==> config.mk <==
export PLATFORM = sky130hd
export DESIGN_NAME = hdlc_tx_bitstream
export DESIGN_NICKNAME = d
export VERILOG_FILES = /design/src/rtl/hdlc_tx_bitstream.sv
export SDC_FILE = /design/constraint.sdc
export NUM_CORES = 1
export LEC_CHECK = 0
export ABC_AREA = 1
export CELL_PAD_IN_SITES_DETAIL_PLACEMENT = 1
export CELL_PAD_IN_SITES_GLOBAL_PLACEMENT = 1
export CORE_AREA = 2 2 67 69
export CTS_BUF_LIST = sky130_fd_sc_hd__clkbuf_4 sky130_fd_sc_hd__clkbuf_8 sky130_fd_sc_hd__clkbuf_16
export DETAILED_ROUTE_END_ITERATION = 12
export DIE_AREA = 0 0 69 71
export PLACE_DENSITY_LB_ADDON = 0.3
export SLEW_MARGIN = 5
export SYNTH_ARGS = -nofsm -noshare
export SYNTH_HDL_FRONTEND = slang
export SYNTH_SLANG_ARGS = --single-unit
==> constraint.sdc <==
create_clock -name Clk -period 2.1 [get_ports Clk]
set_input_delay 0.525 -clock Clk [delete_from_list [all_inputs] [get_ports Clk]]
set_output_delay 0.525 -clock Clk [all_outputs]
set_load 0.02 [all_outputs]
==> src/rtl/hdlc_tx_bitstream.sv <==
// rtl/hdlc_tx_bitstream.sv - HDLC transmit serialiser with flags, zero insertion and abort
module hdlc_tx_bitstream #(
  parameter logic IDLE_BIT = 1'b1
) (
  input  logic       Clk,
  input  logic       Rst,
  input  logic       Tx_Enable,
  input  logic       Tx_DataAvail,
  input  logic [7:0] Tx_Data,
  input  logic       Tx_AbortFrame,
  output logic       Tx_RdBuff,
  output logic       Tx_NewByte,
  output logic       Tx_ValidFrame,
  output logic       Tx_AbortedTrans,
  output logic       Tx
);

  typedef enum logic [2:0] {
    S_IDLE,
    S_FLAG_OPEN,
    S_DATA,
    S_FLAG_CLOSE,
    S_ABORT
  } state_t;

  // Flag 01111110 as sent LSB first.
  localparam logic [7:0] FLAG = 8'h7E;

  // state_q/cnt_q describe the item bit currently on Tx; during a stuff
  // cycle cnt_q holds the index of the data bit just sent.
  state_t     state_q, state_d;
  logic [2:0] cnt_q, cnt_d;
  logic [2:0] ones_q, ones_d;
  logic       stuff_q, stuff_d;
  logic       close_q, close_d;
  logic       rd_wait_q, rd_wait_d;
  logic [7:0] shift_q, shift_d;
  logic [7:0] hold_q, hold_d;
  logic       tx_q, tx_d;
  logic       valid_q, valid_d;
  logic       newbyte_q, newbyte_d;
  logic       aborted_q, aborted_d;
  logic       rd_buff;
  logic [2:0] cnt_inc;
  logic [7:0] next_byte;

  // Next-bit selection: framing, byte fetch, zero insertion and abort.
  always_comb begin
    state_d   = state_q;
    cnt_d     = cnt_q;
    ones_d    = ones_q;
    stuff_d   = 1'b0;
    close_d   = close_q;
    rd_wait_d = 1'b0;
    shift_d   = shift_q;
    hold_d    = hold_q;
    tx_d      = tx_q;
    valid_d   = valid_q;
    newbyte_d = 1'b0;
    aborted_d = 1'b0;
    rd_buff   = 1'b0;
    cnt_inc   = cnt_q + 3'd1;
    // A byte popped last cycle is still on Tx_Data; use it directly if the
    // item ends now, otherwise it waits in the holding register.
    next_byte = rd_wait_q ? Tx_Data : hold_q;
    if (rd_wait_q) begin
      hold_d = Tx_Data;
    end

    case (state_q)
      S_IDLE: begin
        tx_d    = IDLE_BIT;
        valid_d = 1'b0;
        cnt_d   = 3'd0;
        ones_d  = 3'd0;
        close_d = 1'b0;
        if (Tx_Enable && Tx_DataAvail) begin
          state_d = S_FLAG_OPEN;
          tx_d    = FLAG[0];
          valid_d = 1'b1;
        end
      end

      S_ABORT: begin
        if (cnt_q == 3'd7) begin
          state_d = S_IDLE;
          cnt_d   = 3'd0;
          tx_d    = IDLE_BIT;
        end else begin
          cnt_d = cnt_inc;
          tx_d  = 1'b1;
        end
      end

      default: begin
        if (Tx_AbortFrame) begin
          state_d   = S_ABORT;
          cnt_d     = 3'd0;
          ones_d    = 3'd0;
          tx_d      = 1'b0;
          valid_d   = 1'b0;
          aborted_d = 1'b1;
        end else begin
          // Decide at bit 6 whether another byte follows this item.
          if (state_q != S_FLAG_CLOSE && cnt_q == 3'd6 && !stuff_q) begin
            if (Tx_DataAvail) begin
              rd_buff   = 1'b1;
              rd_wait_d = 1'b1;
            end else begin
              close_d = 1'b1;
            end
          end

          if (state_q == S_DATA && !stuff_q && ones_q == 3'd5) begin
            stuff_d = 1'b1;
            tx_d    = 1'b0;
            ones_d  = 3'd0;
          end else if (cnt_q != 3'd7) begin
            cnt_d = cnt_inc;
            if (state_q == S_DATA) begin
              tx_d   = shift_q[cnt_inc];
              ones_d = shift_q[cnt_inc] ? ones_q + 3'd1 : 3'd0;
            end else begin
              tx_d   = FLAG[cnt_inc];
              ones_d = 3'd0;
            end
          end else begin
            cnt_d = 3'd0;
            if (state_q == S_FLAG_CLOSE) begin
              state_d = S_IDLE;
              tx_d    = IDLE_BIT;
              valid_d = 1'b0;
            end else if (close_q) begin
              state_d = S_FLAG_CLOSE;
              tx_d    = FLAG[0];
              ones_d  = 3'd0;
            end else begin
              state_d   = S_DATA;
              shift_d   = next_byte;
              tx_d      = next_byte[0];
              ones_d    = next_byte[0] ? ones_q + 3'd1 : 3'd0;
              newbyte_d = 1'b1;
            end
          end
        end
      end
    endcase
  end

  // State and registered line outputs.
  always_ff @(posedge Clk) begin
    if (Rst) begin
      state_q   <= S_IDLE;
      cnt_q     <= 3'd0;
      ones_q    <= 3'd0;
      stuff_q   <= 1'b0;
      close_q   <= 1'b0;
      rd_wait_q <= 1'b0;
      shift_q   <= 8'd0;
      hold_q    <= 8'd0;
      tx_q      <= IDLE_BIT;
      valid_q   <= 1'b0;
      newbyte_q <= 1'b0;
      aborted_q <= 1'b0;
    end else begin
      state_q   <= state_d;
      cnt_q     <= cnt_d;
      ones_q    <= ones_d;
      stuff_q   <= stuff_d;
      close_q   <= close_d;
      rd_wait_q <= rd_wait_d;
      shift_q   <= shift_d;
      hold_q    <= hold_d;
      tx_q      <= tx_d;
      valid_q   <= valid_d;
      newbyte_q <= newbyte_d;
      aborted_q <= aborted_d;
    end
  end

  assign Tx_RdBuff       = rd_buff && !Rst;
  assign Tx_NewByte      = newbyte_q;
  assign Tx_ValidFrame   = valid_q;
  assign Tx_AbortedTrans = aborted_q;
  assign Tx              = tx_q;

endmodule

# Word level (Yosys, flattened, before mapping)

Memory sizes are Yosys's and may differ from the RTL's.
Cells that the tools add are included.

Bits in registers: 32
Bits in read-only memories: 8
Input port bits: 13
Output and inout bits: 5
Memories: 1

$add $sub $neg: 2
Order comparisons: 1
Equality and inequality tests: 17
Mux-type cells: 51
Bitwise gates (word level): 7
Reductions and logical operators: 20

Memory list:

| memory          | depth | bits a word | read ports | clocked after memory_dff | write ports | line | text |
|---|---|---|---|---|---|---|---|
| (no name shown) | 8     | 1           | 1          | 0                        | 0           | 124  | `tx_d = FLAG[cnt_inc];` |

Operator list:

| kind                                                   | number |
|---|---|
| two-way mux 3 bit                                      | 17 |
| two-way mux 1 bit                                      | 25 |
| one-hot mux 3 bit (2 select lines)                     | 3 |
| equality test 3 bit (second input constant)            | 4 |
| AND reduction 4 bit                                    | 3 |
| inequality test 3 x 2 -> 1 bit (second input constant) | 3 |
| two-way mux 8 bit                                      | 1 |
| inequality test 4 x 2 -> 1 bit (second input constant) | 2 |
| NOT 1 bit                                              | 7 |
| OR reduction 7 bit                                     | 1 |
| adder 3 x 1 -> 3 bit (second input constant)           | 2 |
| equality test 3 x 2 -> 1 bit (second input constant)   | 2 |
| logical AND 1 bit                                      | 6 |
| one-hot mux 1 bit (2 select lines)                     | 3 |
| AND reduction 6 bit                                    | 1 |
| inequality test 5 x 4 -> 1 bit (second input constant) | 1 |
| < comparator 3 x 4 -> 1 bit (second input constant)    | 1 |
| inequality test 2 x 1 -> 1 bit (second input constant) | 2 |
| inequality test 2 bit (second input constant)          | 2 |
| OR reduction 4 bit                                     | 1 |
| binary-select mux 1 bit (select 3 bit)                 | 1 |
| logical NOT 3 bit                                      | 1 |
| inequality test 3 bit (second input constant)          | 1 |
| nonzero test 3 bit                                     | 1 |
| 6 further kinds                                        | 7 |

# Depth between registers and ports, before layout

Gate-level depths: netlist of the first run.

Word-level depth: 9
Mapped depth: 10

# Worst setup path before layout of the first run

No wires, ideal clock.

Kind: register -> output
Start: reg cnt_q[0]
End: out Tx_RdBuff
Arrival time: 1.269 ns
Required time: 1.575 ns
Setup slack: 0.306 ns
Cell stages (with the launch flop): 5
Buffers on the path: 0
Cells stage by stage: dfxtp_1 > inv_1 > ha_1 > nand3_1 > nor3_1

Word-level cells in the longest chain between the ends: 7

RTL lines:

| item                            | line | text |
|---|---|---|
| start, declared                 | 32   | `logic [2:0] cnt_q, cnt_d;` |
| start signal, assigned          | 167  | `cnt_q <= cnt_d;` |
| equality test 3 bit             | 105  | `if (state_q != S_FLAG_CLOSE && cnt_q == 3'd6 && !stuff_q) begin` |
| logical AND 1 bit (2 in series) | 105  |  |
| two-way mux 1 bit               | 105  |  |
| two-way mux 1 bit               | 96   | `if (Tx_AbortFrame) begin` |
| two-way mux 1 bit               | 70   | `case (state_q)` |
| logical AND 1 bit               | 181  | `assign Tx_RdBuff = rd_buff && !Rst;` |
| end, declared                   | 11   | `output logic Tx_RdBuff,` |

No other way between the ends.

# Final worst setup path of the first run

Start: in Rst
End: out Tx_RdBuff

Word-level cells in the longest chain between the ends: 2

RTL lines:

| item              | line | text |
|---|---|---|
| start, declared   | 6    | `input logic Rst,` |
| logical NOT 1 bit | 181  |  |
| logical AND 1 bit | 181  |  |

No other way between the ends.

==> flow_summary.ini, run 1 <==
[run_status]
status = finished clean

[routing]
routed-via-count = 1489
ant_nets = 0
wl_per_cell_um = 13.2
wl_mm = 4.09
drtIter0Drc = 44
drtPass1Iterations = 4
drc = 0
via_per_inst = 4.79

[worst_hold_path]
hold_depth = 2
hold_class = flip-flop to flip-flop

[grt]
grt_pass1_wl_mm = 7.13
grt-ovfl-total = 0
grt_use_total_pct = 18.5
grt_antenna_before_repair = 0
grt_max_degree = 20
grt_pass1_vias = 1571

[floorplan]
num_rows = 24
core-area_mm2 = 0.00420
fp.dieW_um = 69
die_h_um = 71
dieArea_mm2 = 0.00490
start_util_pct = 37.8
io_pins = 18

[sta]
tightest_slew_ns = 0.288
hold_ws_ns = 0.459
setup_viol = 0
hold_violations = 0
relSlewSlack_pct = 80.8
grt_setup_unrepaired = false
finClkSkew_ns = 0.00503
finalCriticalPeriod_ns = 1.98
max_freq_ghz = 0.505
tns_ns = 0
fin_crit_sh_pct = 94.3
report.final.slew_viol_count = 0

[worst_setup_path]
r2r_cells = 10
path_cells = clkdlybuf4s50_1, inv_1, nand2_1, nor3_1, buf_2
rrSetupSlack_ns = 0.32
crit_fanout = 2
crit_cells = 5
arrival_ns = 1.45
slowest_delay_ns = 0.42
endpoint_kind = output port
crit_family = buffers and inverters
path_class = input pin to output port
critPathBufInv = 3
cp_slowest_cell = clkdlybuf4s50_1
worstPathRequired_ns = 1.57
cp-start-kind = input pin

[cts]
cts_tree = built
cts_buffers = 5
clk_pin_slew_worst_paths_ns = 0.06
clockBufferDepth = 2
post_cts_buffers = 0
cts.sinks = 32
cts_root_buffer = clkbuf_8
clkLatencyLatePin_ns = 0.29
h-tree-depth = 2

[finish]
mostFrequentLayoutCells = 37 x inv_1, 37 x nand2_1, 32 x dfxtp_1
fill_cells = 550
drive_gt1_share_pct = 14.7
nNetsFinal = 277
antenna_cells = 0
syn2layout_area_growth_pct = 25.1

[logic_synthesis]
synth_top_area_share_pct = 40.3
synth.distinct_cells = 27
yosys.area.top_type = dfxtp_1
seq_area_frac_synth_pct = 40.3
synthTopCellsByArea = dfxtp_1 40%, inv_1 8.7%, nand2_1 8.7%
netlist_area_mm2 = 0.00159
ys_ff_latch = 32
synth_cells = 226
syn_avg_cell_area_um2 = 7.03
yosys_warnings = 0
synth_fp_nets = 245

[placed_design]
portBuffers = 17
hpwlAfterDp_mm = 3.09
gp_congestion = 0.795

[job]
maxCapViolCount = 0

[power_and_ir_drop]
ir_drop_v = 0.000531
power_density_mw_per_mm2 = 884
finalPower_mw = 1.76
leakage_nw = 0.896
## layer usage
| metal | share of wire [%] | GRT usage, % | up-vias |
|---|---|---|---|
| met5 | 0 | 0 | - |
| met4 | 2.2 | 10.0 | 0 |
| met3 | 2.8 | 4.27 | 6 |
| met2 | 46 | 30.0 | 20 |
| met1 | 49 | 22.8 | 685 |
| li1 | - | - | 778 |
## logic make-up after synthesis
| group | Yosys count | share of synthesized area (%) |
|---|---|---|
| and+or+nand+nor | 97 | 28.4 |
| buffers and inverters | 47 | 11.8 |
| AOI/OAI and AO/OA | 44 | 14.7 |
| DFF | 32 | 40.3 |
| adders and majority gates | 6 | 4.73 |
## worst reg2reg max path, stage by stage (launching register included)
cell,delay [ns]
dfxtp_1,0.31
buf_4,0.16
ha_1,0.22
ha_1,0.27
inv_1,0.18
nor2_1,0.08
nand2_1,0.08
nand2_1,0.12
nor2_1,0.12
nand2_1,0.06
a21oi_1,0.12
## Yosys cell counts
master	instances
buf_6	1
nand3_2	1
o21ai_1	3
nand4_1	1
nor2_1	25
nand4_4	1
nand2_1	37
inv_4	1
nand2_4	1
nor2_4	1
a211oi_1	1
inv_1	37
a21oi_1	18
nor2_2	5
inv_2	4
o21bai_1	1
ha_1	6
buf_2	1
buf_1	1
dfxtp_1	32
o21ai_2	1
clkbuf_1	2
nand3b_1	1
nand3_1	22
a21oi_2	1
nor3_1	2
o21ai_0	19
## repair_timing
| item | CTS | global route |
|---|---|---|
| pin swaps | 0 | 0 |
| gates resized for setup | 6 | 1 |
| setup endpoints to repair | 1 | 1 |
| hold endpoints to repair | 0 | 0 |
| hold buffers | 0 | 0 |
## final timing paths
path	start	endpoint
max	Rst	Tx_RdBuff
max reg2reg	cnt_q[0]	ones_q[1]
min reg2reg	shift_q[0]	shift_q[0]
min	shift_q[0]	shift_q[0]
## power by group
part           internal [mW]  switching (mW)
sequential             0.647          0.0246
clock                  0.293           0.233
combinational          0.202           0.357
total                   1.14           0.615
## registers in the layout (all words and copies together) (netlist names)
name             count
hold_q               8
shift_q              8
cnt_q                3
ones_q               3
state_q              3
Tx                   1
Tx_AbortedTrans      1
Tx_NewByte           1
Tx_ValidFrame        1
close_q              1
rd_wait_q            1
stuff_q              1
## stage by stage
| step | cells | cell area, um2 | worst slack [ns] | utilization (%) |
|---|---|---|---|---|
| after CTS | 311 | 1980 | 0.0108 | 47.2 |
| after global routing | 311 | 1990 | 0.0387 | 47.3 |
| after global placement | 303 | 1890 | -0.481 | 45.0 |
| after floorplan | 226 | 1590 | 0.306 | - |
| final | 311 | 1990 | 0.120 | 47.3 |
| after detailed placement | 303 | 1890 | -0.472 | 45.0 |
## cell type report
type	instances	area [um2]	area share (%)
flip-flops and latches	32	641	32.2
inverters	42	160	8.06
multi-input cells	147	759	38.2
well taps	52	65.1	3.27
clock buffers	8	97.6	4.91
repair buffers	30	264	13.3
Note: power is estimated with default switching activity, not from simulation.
==> inputs of run 2 (changes only) <==
--- a/config.mk
+++ b/config.mk
@@ -8,10 +8,10 @@
 export ABC_AREA = 1
 export CELL_PAD_IN_SITES_DETAIL_PLACEMENT = 1
 export CELL_PAD_IN_SITES_GLOBAL_PLACEMENT = 1
-export CORE_AREA = 2 2 67 69
+export CORE_AREA = 2 2 70 72
 export CTS_BUF_LIST = sky130_fd_sc_hd__clkbuf_4 sky130_fd_sc_hd__clkbuf_8 sky130_fd_sc_hd__clkbuf_16
 export DETAILED_ROUTE_END_ITERATION = 12
-export DIE_AREA = 0 0 69 71
+export DIE_AREA = 0 0 72 74
 export PLACE_DENSITY_LB_ADDON = 0.3
 export SLEW_MARGIN = 5
 export SYNTH_ARGS = -nofsm -noshare
==> constraint.sdc (replaced) <==
create_clock -name Clk -period 1.7 [get_ports Clk]
set_input_delay 0.425 -clock Clk [delete_from_list [all_inputs] [get_ports Clk]]
set_output_delay 0.425 -clock Clk [all_outputs]
set_load 0.02 [all_outputs]
==> run 2 against run 1 <==
- non-clock buffer count rose by 14
- die area rose by 8.8%
- first-iteration DRC count fell by 43%
- sequential power rose by 27%
- critical path type is now flip-flop to output port
- largest cell class unchanged
- largest power group unchanged
- highest routed layer unchanged
==> flow_summary.ini, run 2 (same netlist as run 1, synthesis figures left out) <==
[sta]
tns_ns = 0
max_freq_ghz = 0.605
hold_violations = 0
hold_ws_ns = 0.453
fin_crit_sh_pct = 97.2
grt_setup_unrepaired = true
tightest_slew_ns = 0.270
relSlewSlack_pct = 82.0
finalCriticalPeriod_ns = 1.65
finClkSkew_ns = 0.00660
fin_ws_ns = 0.0482
report.final.slew_viol_count = 0
setup_viol = 0

[routing]
wl_per_cell_um = 13.2
drtIter0Drc = 25
routed-via-count = 1561
via_per_inst = 4.79
wl_mm = 4.32
drc = 0
drtPass1Iterations = 4
ant_nets = 0

[power_and_ir_drop]
finalPower_mw = 2.31
internal-power_mw = 1.50
comb_power_share_pct = 35.8
clkPwrFrac_pct = 27.4
p_sw_uw = 813
power_density_mw_per_mm2 = 1060
ir_drop_v = 0.000472
leakage_nw = 0.978
sequentialPowerShare_pct = 36.8
switching_share_pct = 35.1

[finish]
antenna_cells = 0
instances_no_fill = 326
nNetsFinal = 291
top_regs = hold_q: 8 flops, shift_q: 8 flops
fin_util_pct = 47.6
design_area_mm2 = 0.00219
mostFrequentLayoutCells = 35 x nand2_1, 33 x inv_1, 28 x dfxtp_1
drive_gt1_share_pct = 25.4
syn2layout_area_growth_pct = 38.0
final_common_cell = nand2_1

[grt]
grt_max_degree = 20
grt_pass1_vias = 1590
grt_use_total_pct = 17.7
grt-ovfl-total = 0
grt_pass1_wl_mm = 7.25
grt_antenna_before_repair = 0

[cts]
clockBufferDepth = 2
cts_tree = built
cts_hold_buf = 0
clk_pin_slew_worst_paths_ns = 0.07
h-tree-depth = 2
cts_root_buffer = clkbuf_8
cts.sinks = 32
cts_buffers = 5
clkLatencyLatePin_ns = 0.28

[floorplan]
start_util_pct = 34.5
die_h_um = 74
dieArea_mm2 = 0.00533
core-area_mm2 = 0.00460
fp.dieW_um = 72
num_rows = 25
io_pins = 18

[worst_setup_path]
cp_slowest_cell = dfxtp_4
r2r_end = ones_q[1]
crit_fanout = 3
slowest_delay_ns = 0.37
arrival_ns = 1.23
crit_cells = 5
crit_path_start = state_q[1]
cp_common_cell = nor2_4
critPathBufInv = 1
r2r_cells = 10
worstPathRequired_ns = 1.27
path_class = flip-flop to output port
crit_family = simple AND/OR/NAND/NOR gates
cp-start-kind = flip-flop
path_cells = nor2_4, nor2_4, nand2_4, nor3_4, buf_6
endpoint_kind = output port
rrSetupSlack_ns = 0.11
reg2reg_from = cnt_q[0]

[placed_design]
portBuffers = 17
gp_congestion = 0.829
dp.cells = 317
place_area_mm2 = 0.00199
place_ws_ns = -0.647
hpwlAfterDp_mm = 3.15

[worst_hold_path]
hold_depth = 2
hp-start = shift_q[2]
hold_class = flip-flop to flip-flop
min_to = shift_q[2]

[run_status]
status = finished clean

[job]
maxCapViolCount = 0
[run 2: changes by cell type in the layout (fill, tap and decap cells not counted), sizes merged]
cell and change:
buf +14, clkdlybuf4s50 -2, clkbuf -1, clkdlybuf4s15 +1, dlygate4sd2 +1
[run 2: final cells by class]
| class | instances | area, um2 |
|---|---|---|
| tap | 54 | 67.6 |
| clock buffer | 7 | 96.3 |
| multi-input combinational | 147 | 842 |
| fill | 580 | 2410 |
| inverter | 42 | 160 |
| timing repair buffer | 44 | 374 |
| sequential | 32 | 651 |
[run 2: worst min-delay path, stage by stage, from the launching register on]
cell and delay, ns:
dfxtp_1 0.30, inv_1 0.06, a21oi_1 0.05
[run 2: timing repair]
item | in CTS | in global routing
setup endpoints to repair | 7 | 12
pin swaps | 3 | 4
gates resized for setup | 20 | 17
setup buffers | 1 | 1
[run 2: worst max-delay path by stage]
stage	to	slack, ns
4_1_cts	Tx_RdBuff	0.005
5_1_grt	Tx_RdBuff	-0.01
3_3_place_gp	Tx_RdBuff	-0.64
6_report	Tx_RdBuff	0.05
3_5_place_dp	Tx_RdBuff	-0.65
2_1_floorplan	Tx_RdBuff	0.006
[run 2: power by group through the flow]
stage          clock, mW  sequential, mW  combinational [mW]
2_1_floorplan          0           0.870               0.410
3_3_place_gp           0           0.843               0.734
3_5_place_dp           0           0.845               0.750
4_1_cts            0.654           0.833               0.776
5_1_grt            0.693           0.856               0.920
6_report           0.634           0.851               0.830
[run 2: routing by layer]
metal	up-vias	wire length (um)	track usage, %
met5	-	0	0
met4	0	85	7.55
met3	9	99	3.66
met2	16	2170	30.0
met1	726	1960	22.1
li1	810	-	-
